File: config.mk
export PLATFORM = sky130hd
export DESIGN_NAME = display_scan_ctrl_flat
export DESIGN_NICKNAME = d
export VERILOG_FILES = /design/src/rtl/display_pkg.sv /design/src/rtl/display_scan_ctrl_if.sv /design/src/rtl/slot_timer.sv /design/src/rtl/display_scan_ctrl.sv /design/src/flat_wrapper.sv
export SDC_FILE = /design/constraint.sdc
export NUM_CORES = 1
export LEC_CHECK = 0
export ABC_AREA = 1
export BUFFER_PORTS_ARGS = -buffer_cell sky130_fd_sc_hd__buf_2
export CAP_MARGIN = 20
export CORE_MARGIN = 10
export CORE_UTILIZATION = 54
export DETAILED_ROUTE_END_ITERATION = 16
export GPL_TIMING_DRIVEN = 0
export PLACE_DENSITY = 0.78
export SETUP_SLACK_MARGIN = 0.5
export SYNTH_ARGS = -nofsm -noshare
export SYNTH_HDL_FRONTEND = slang
export SYNTH_SLANG_ARGS = --single-unit
export TNS_END_PERCENT = 5
File: constraint.sdc
create_clock -name clk -period 3 [get_ports clk]
set_input_delay 0.6 -clock clk [delete_from_list [all_inputs] [get_ports clk]]
set_output_delay 0.6 -clock clk [all_outputs]
set_load 0.05 [all_outputs]
File: src/rtl/display_pkg.sv
// display_pkg: shared types, anode codes and helpers for the scan controller and decoder.
package display_pkg;
  typedef logic [3:0] nibble_t;
  typedef logic [1:0] digit_t;
  typedef enum logic {BLANK, SHOW} phase_t;
  localparam nibble_t AN_OFF  = 4'b1111;
  localparam nibble_t AN_DIG0 = 4'b1110;
  localparam nibble_t AN_DIG1 = 4'b1101;
  localparam nibble_t AN_DIG2 = 4'b1011;
  localparam nibble_t AN_DIG3 = 4'b0111;
  function automatic nibble_t an_code(digit_t d);
    return d == 2'd0 ? AN_DIG0 : d == 2'd1 ? AN_DIG1 : d == 2'd2 ? AN_DIG2 : AN_DIG3;
  endfunction
endpackage

File: src/rtl/display_scan_ctrl_if.sv
// display_scan_ctrl_if: operand inputs and registered decoder-facing outputs of the scan controller.
interface display_scan_ctrl_if;
  import display_pkg::*;
  logic en;
  logic hold;
  nibble_t A_in;
  nibble_t B_in;
  nibble_t A;
  nibble_t B;
  nibble_t AplusB;
  nibble_t AminusB;
  nibble_t anode;
  logic frame_done;
  modport master(output en, hold, A_in, B_in, input A, B, AplusB, AminusB, anode, frame_done);
  modport slave(input en, hold, A_in, B_in, output A, B, AplusB, AminusB, anode, frame_done);
endinterface

File: src/rtl/slot_timer.sv
// slot_timer: per-digit tick counter with sync clear, flagging end of blanking and end of slot.
module slot_timer #(
  parameter int DIGIT_TICKS = 100000,
  parameter int BLANK_TICKS = 1000
) (
  input  logic clk,
  input  logic rst,
  input  logic clr,
  output logic [$clog2(DIGIT_TICKS)-1:0] tick,
  output logic blank_end,
  output logic slot_end
);
  localparam int TW = $clog2(DIGIT_TICKS);
  logic [TW-1:0] tick_q, tick_d;
  always_comb begin
    blank_end = tick_q == TW'(BLANK_TICKS - 1);
    slot_end  = tick_q == TW'(DIGIT_TICKS - 1);
    tick_d    = (clr || slot_end) ? '0 : tick_q + 1'b1;
  end
  always_ff @(posedge clk) tick_q <= rst ? '0 : tick_d;
  assign tick = tick_q;
endmodule

File: src/rtl/display_scan_ctrl.sv
// display_scan_ctrl: captures operands once per frame and rotates a blanked one-cold anode scan.
module display_scan_ctrl import display_pkg::*; #(
  parameter int DIGIT_TICKS = 100000,
  parameter int BLANK_TICKS = 1000
) (
  input logic clk,
  input logic rst,
  display_scan_ctrl_if.slave bus
);
  localparam int TW = $clog2(DIGIT_TICKS);
  logic [TW-1:0] tick;
  logic blank_end, slot_end, clr, cap;
  digit_t digit_q, digit_d;
  phase_t phase_q, phase_d;
  nibble_t a_q, a_d, b_q, b_d, sum_q, sum_d, diff_q, diff_d, anode_q, anode_d;
  logic frame_done_q, frame_done_d;
  slot_timer #(.DIGIT_TICKS(DIGIT_TICKS), .BLANK_TICKS(BLANK_TICKS)) u_timer (
    .clk(clk), .rst(rst), .clr(clr), .tick(tick), .blank_end(blank_end), .slot_end(slot_end)
  );
  always_comb begin
    clr          = !bus.en;
    cap          = bus.en && !bus.hold && digit_q == 2'd0 && phase_q == BLANK && tick == '0;
    digit_d      = !bus.en ? 2'd0 : slot_end ? digit_q + 2'd1 : digit_q;
    phase_d      = (!bus.en || slot_end) ? BLANK : blank_end ? SHOW : phase_q;
    a_d          = cap ? bus.A_in : a_q;
    b_d          = cap ? bus.B_in : b_q;
    sum_d        = cap ? bus.A_in + bus.B_in : sum_q;
    diff_d       = cap ? bus.A_in - bus.B_in : diff_q;
    // anode/frame_done describe this cycle's state, so they appear one edge later
    anode_d      = (bus.en && phase_q == SHOW) ? an_code(digit_q) : AN_OFF;
    frame_done_d = bus.en && digit_q == 2'd3 && slot_end;
  end
  always_ff @(posedge clk) begin
    if (rst) begin
      digit_q      <= 2'd0;
      phase_q      <= BLANK;
      a_q          <= '0;
      b_q          <= '0;
      sum_q        <= '0;
      diff_q       <= '0;
      anode_q      <= AN_OFF;
      frame_done_q <= 1'b0;
    end else begin
      digit_q      <= digit_d;
      phase_q      <= phase_d;
      a_q          <= a_d;
      b_q          <= b_d;
      sum_q        <= sum_d;
      diff_q       <= diff_d;
      anode_q      <= anode_d;
      frame_done_q <= frame_done_d;
    end
  end
  assign bus.A          = a_q;
  assign bus.B          = b_q;
  assign bus.AplusB     = sum_q;
  assign bus.AminusB    = diff_q;
  assign bus.anode      = anode_q;
  assign bus.frame_done = frame_done_q;
endmodule

File: src/flat_wrapper.sv
// flat-port wrapper written by rule: the top's interface ports become plain ports
module display_scan_ctrl_flat import display_pkg::*;
#(
  parameter int DIGIT_TICKS = 100000,
  parameter int BLANK_TICKS = 1000
)
  (clk, rst, bus_en, bus_hold, bus_A_in, bus_B_in, bus_A, bus_B, bus_AplusB, bus_AminusB, bus_anode, bus_frame_done);
  display_scan_ctrl_if bus_i ();
  input logic clk;
  input logic rst;
  input wire logic [$bits(bus_i.en)-1:0] bus_en;
  input wire logic [$bits(bus_i.hold)-1:0] bus_hold;
  input wire logic [$bits(bus_i.A_in)-1:0] bus_A_in;
  input wire logic [$bits(bus_i.B_in)-1:0] bus_B_in;
  output wire logic [$bits(bus_i.A)-1:0] bus_A;
  output wire logic [$bits(bus_i.B)-1:0] bus_B;
  output wire logic [$bits(bus_i.AplusB)-1:0] bus_AplusB;
  output wire logic [$bits(bus_i.AminusB)-1:0] bus_AminusB;
  output wire logic [$bits(bus_i.anode)-1:0] bus_anode;
  output wire logic [$bits(bus_i.frame_done)-1:0] bus_frame_done;
  assign bus_i.en = bus_en;
  assign bus_i.hold = bus_hold;
  assign bus_i.A_in = bus_A_in;
  assign bus_i.B_in = bus_B_in;
  assign bus_A = bus_i.A;
  assign bus_B = bus_i.B;
  assign bus_AplusB = bus_i.AplusB;
  assign bus_AminusB = bus_i.AminusB;
  assign bus_anode = bus_i.anode;
  assign bus_frame_done = bus_i.frame_done;
  display_scan_ctrl #(.DIGIT_TICKS(DIGIT_TICKS), .BLANK_TICKS(BLANK_TICKS)) u_core (.clk(clk), .rst(rst), .bus(bus_i));
endmodule
Yosys cells after proc, flatten, opt, wreduce, memory -nomap -nowiden. Index checks and enable logic that the tools add are counted.

Register bits: 41. Bits of input ports: 12. Output and inout port bits: 21.

$add $sub $neg: 4. Eq/ne operators: 5. Muxes and demuxes: 3. Bitwise logic cells: 3. Reduce and logical (&&, ||, !) cells: 17.

Operators with widths (number): $add A17 B1 Y17 const B (1); $eq A17 B10 Y1 const B (1); $eq A17 B17 Y1 const B (1); $logic_not A17 Y1 (1); $logic_and A1 B1 Y1 (7); $reduce_or A2 Y1 (3); $add A4 B4 Y4 (1); $eq A2 B2 Y1 const B (2); $mux W4 (1); $reduce_or A4 Y1 (1); $sub A4 B4 Y4 (1); $not A1 Y1 (3); $reduce_or A3 Y1 (1); $add A2 B1 Y2 const B (1); $eq A2 B1 Y1 const B (1); $logic_not A1 Y1 (2); $logic_not A2 Y1 (1); $mux W2 (1); $logic_or A1 B1 Y1 (1); $mux W1 (1).

Logic depth before layout (Yosys ltp).
Depth in word-level cells: 5. Gate-level depth with buffers: 11. Gate-level depth less buffers: 10.

Modules after synthesis. From an unflattened synthesis, not the netlist that was laid out.

Cell total of the unflattened synthesis: 337. Area, all modules: 2249.7 sq um.

By module, submodules not included: display_scan_ctrl (instances 1, cells an instance 199, area an instance 1325.0 sq um, seq. area each 460.4 sq um); slot_timer (instances 1, cells an instance 138, area an instance 924.6 sq um, seq. area each 340.3 sq um).

Least setup slack after synthesis. No wires, ideal clock.

Path type: input to register. From: in bus_B_in[2]. To: reg u_core.sum_q[3], in the netlist u_core.bus.AplusB[3]. Library setup time: 0.113 ns. Arrival: 1.562 ns. Data required time: 2.887 ns. Setup slack: 1.325 ns. Stages on the path: 10. Buffers on the path: 1. Cell sequence: inv_1 ha_1 clkbuf_1 inv_1 a21oi_1 nand2_1 nand2_1 nand2_1 nor2_1 nor2_1.

Longest elaborated chain between the ends: 1.

RTL lines: from (decl) (line flat_wrapper.sv:14) `input wire logic [$bits(bus_i.B_in)-1:0] bus_B_in;`; $add A4 B4 Y4 (line display_scan_ctrl.sv:27) `sum_d = cap ? bus.A_in + bus.B_in : sum_q;`; to (signal assigned) (line display_scan_ctrl.sv:48) `sum_q <= sum_d;`; to (decl) (line display_scan_ctrl.sv:15) `nibble_t a_q, a_d, b_q, b_d, sum_q, sum_d, diff_q, diff_d, anode_q, anode_d;`.

Every way passes these cells. A chain may end at the register's enable or synchronous reset.

Final worst setup path. Same ends and word-level chain as after synthesis.

==> reports/results.ini <==
[outcome]
status = finished clean

[final_layout]
antennaDiodeCount = 0
nFillCells = 381
multi_input_area_um2 = 1180
layout-drive-gt1-share_pct = 16.2
register_area_um2 = 801
final_nets = 391
area_growth_pct = 13.6

[grt]
grtUsageTotal_pct = 13.5
grt_first_pass_wirelength_mm = 8.18
antenna_found_initial = 0
grt_pass1_vias = 1931
grt_overflow_total = 0
grt_max_degree = 13

[timing]
finalCritPeriodShare_pct = 54.3
drv_slew = 0
worst_slack_ns = 1.37
rsz0062_at_grt = no
finalWorstPathRequiredPeriod_ns = 1.63
worstMarginPinSlew_ns = 0.464
report.final.setup_viol = 0
tns_ns = 0
hold_viol_final = 0
fin_skew_ns = 0.00394
slew_headroom_pct = 68.8
fmax_mhz = 613

[yosys]
synth-edff-count = 0
syn_inst = 326
yosysTopAreaCell = dfxtp_1
ys_top_cells_by_count = 80 x nand2_1, 69 x nor2_1, 51 x inv_1
syn_area_um2 = 2230
synth_most_common_cell = nand2_1
async_flop_share_pct = 0
synth.net_count = 352
synthTopCellsByArea = dfxtp_1 36%, nand2_1 13%, nor2_1 12%, inv_1 8.6%, ha_1 6.7%
yosysSeqAreaShare_pct = 35.9
synthFlopType = dfxtp_1
synth_top_area_share_pct = 35.9
ys_warn_count = 0
avgSynthCellArea_um2 = 6.85
ys_seq_elements = 40
synth_cell_types = 24

[floorplan]
die_h_um = 84.3
core_area_um2 = 4000
num_rows = 23
ios = 33
dieArea_um2 = 7110
start_util_pct = 55.8
die_x_um = 84.3

[drt]
first_pass_iters = 4
ant_nets = 0
drtIter0Drc = 71
wire_per_inst_um = 11.3
drc = 0
dr_total_vias = 1998
viasPerCell = 4.81
totalWireLength_mm = 4.68

[placed_design]
place_ws_ns = 1.07
io_buffers = 32
dp_hpwl_mm = 3.78
gp_congestion = 0.931

[worst_setup_path]
worstSetupPathType = input port to register
arrival_ns = 1.82
required_ns = 3.19
start_kind = input port
end_kind = register
cp_max_fo = 6

[job]
drv_cap = 0

[clocking]
clock-sinks = 40
cts.clk_slew.worst_paths_ns = 0.07
cts_setup_buffers = 0
cts_tree = yes
cts_buffers = 5
clk_latency_ns = 0.29
cts.path.max_buffers = 2
cts-root-buf = clkbuf_8
hold_buffers = 0
cts-resized-gates = 0
htreeDepth = 2

[power_and_ir_drop]
p_leak_nw = 1.22
peakVddDrop_uv = 222
powerDensity_nw_per_um2 = 422

[min_path]
hold_path.class = register to register

## kinds of logic (layout without fill, tap and decap cells)
family	after synthesis	in the layout	share of synthesized area [%]
adders and majority gates	14	14	8.52
xor gates and xnor gates	13	13	5.10
AOI/OAI and AO/OA	12	12	2.69
DFF	40	40	35.9
and+or+nand+nor	189	189	36.8
buffers and inverters	58	97	11.1
## where the power goes
part / internal [mW] / switching, mW
sequential: 0.547 / 0.00750
clock: 0.157 / 0.176
combinational: 0.0554 / 0.127
## final cells by class
class                   count  area share (%)
clock buffers               5            2.71
clock inverters             2           0.493
well taps                  50            2.47
plain buffers               6            2.07
multi-input cells         228            46.7
repair buffers             32            6.31
flip-flops and latches     40            31.6
inverters                  52            7.69
## per-stage QoR
stage	instances	hold WS [ns]	power, mW	area [µm²]	utilization, %
2_1_floorplan	326	0.430	0.705	2230	-
3_3_place_gp	408	0.444	0.747	2460	61.4
3_5_place_dp	408	0.474	0.751	2460	61.4
4_1_cts	415	0.493	1.09	2540	63.4
5_1_grt	415	0.529	1.13	2540	63.4
6_report	415	0.474	1.07	2540	63.4
## per-layer routing
layer,GRT usage [%],routed length (µm)
met2,23.7,2280
met1,14.9,2010
met3,4.64,346
met5,0,0
met4,3.81,46
## state kept, by name, summed over array words and instances (netlist names)
register and flops:
u_core.u_timer.tick 17, u_core.bus.A 4, u_core.bus.AminusB 4, u_core.bus.B 4, u_core.bus.anode 4, u_core.bus.AplusB 3
u_core.digit_q 2, u_core.bus.frame_done 1, u_core.phase_q 1
## worst paths after layout
kind / startpoint / cells past startpoint / slack [ns] / to
min reg2reg: u_core.u_timer.tick[0] / 1 / 0.47 / u_core.u_timer.tick[0]
min: u_core.u_timer.tick[0] / 1 / 0.47 / u_core.u_timer.tick[0]
max reg2reg: u_core.digit_q[0] / 9 / 1.41 / u_core.bus.B[0]
max: bus_B_in[2] / 11 / 1.37 / u_core.bus.AplusB[3]
## placed cells by master (no fill, tap or decap), drive strengths merged
cell	n
nor2	75
nand3b	2
fa	2
buf	37
a21oi	11
nand4	7
o21ai	1
dfxtp	40
xnor2	5
ha	12
clkbuf	6
inv	52
nor3	5
xor2	8
nand2	84
clkinvlp	1
clkinv	1
nand3	16
## critical path: stages
cell and delay [ns]:
buf_2 0.11, inv_1 0.04, ha_1 0.26, clkbuf_1 0.24, inv_1 0.07, a21oi_1 0.18
nand2_1 0.08, nand2_1 0.06, nand2_1 0.05, nor2_1 0.08, nor2_1 0.05
No activity file was read; power rests on OpenSTA's default activity.
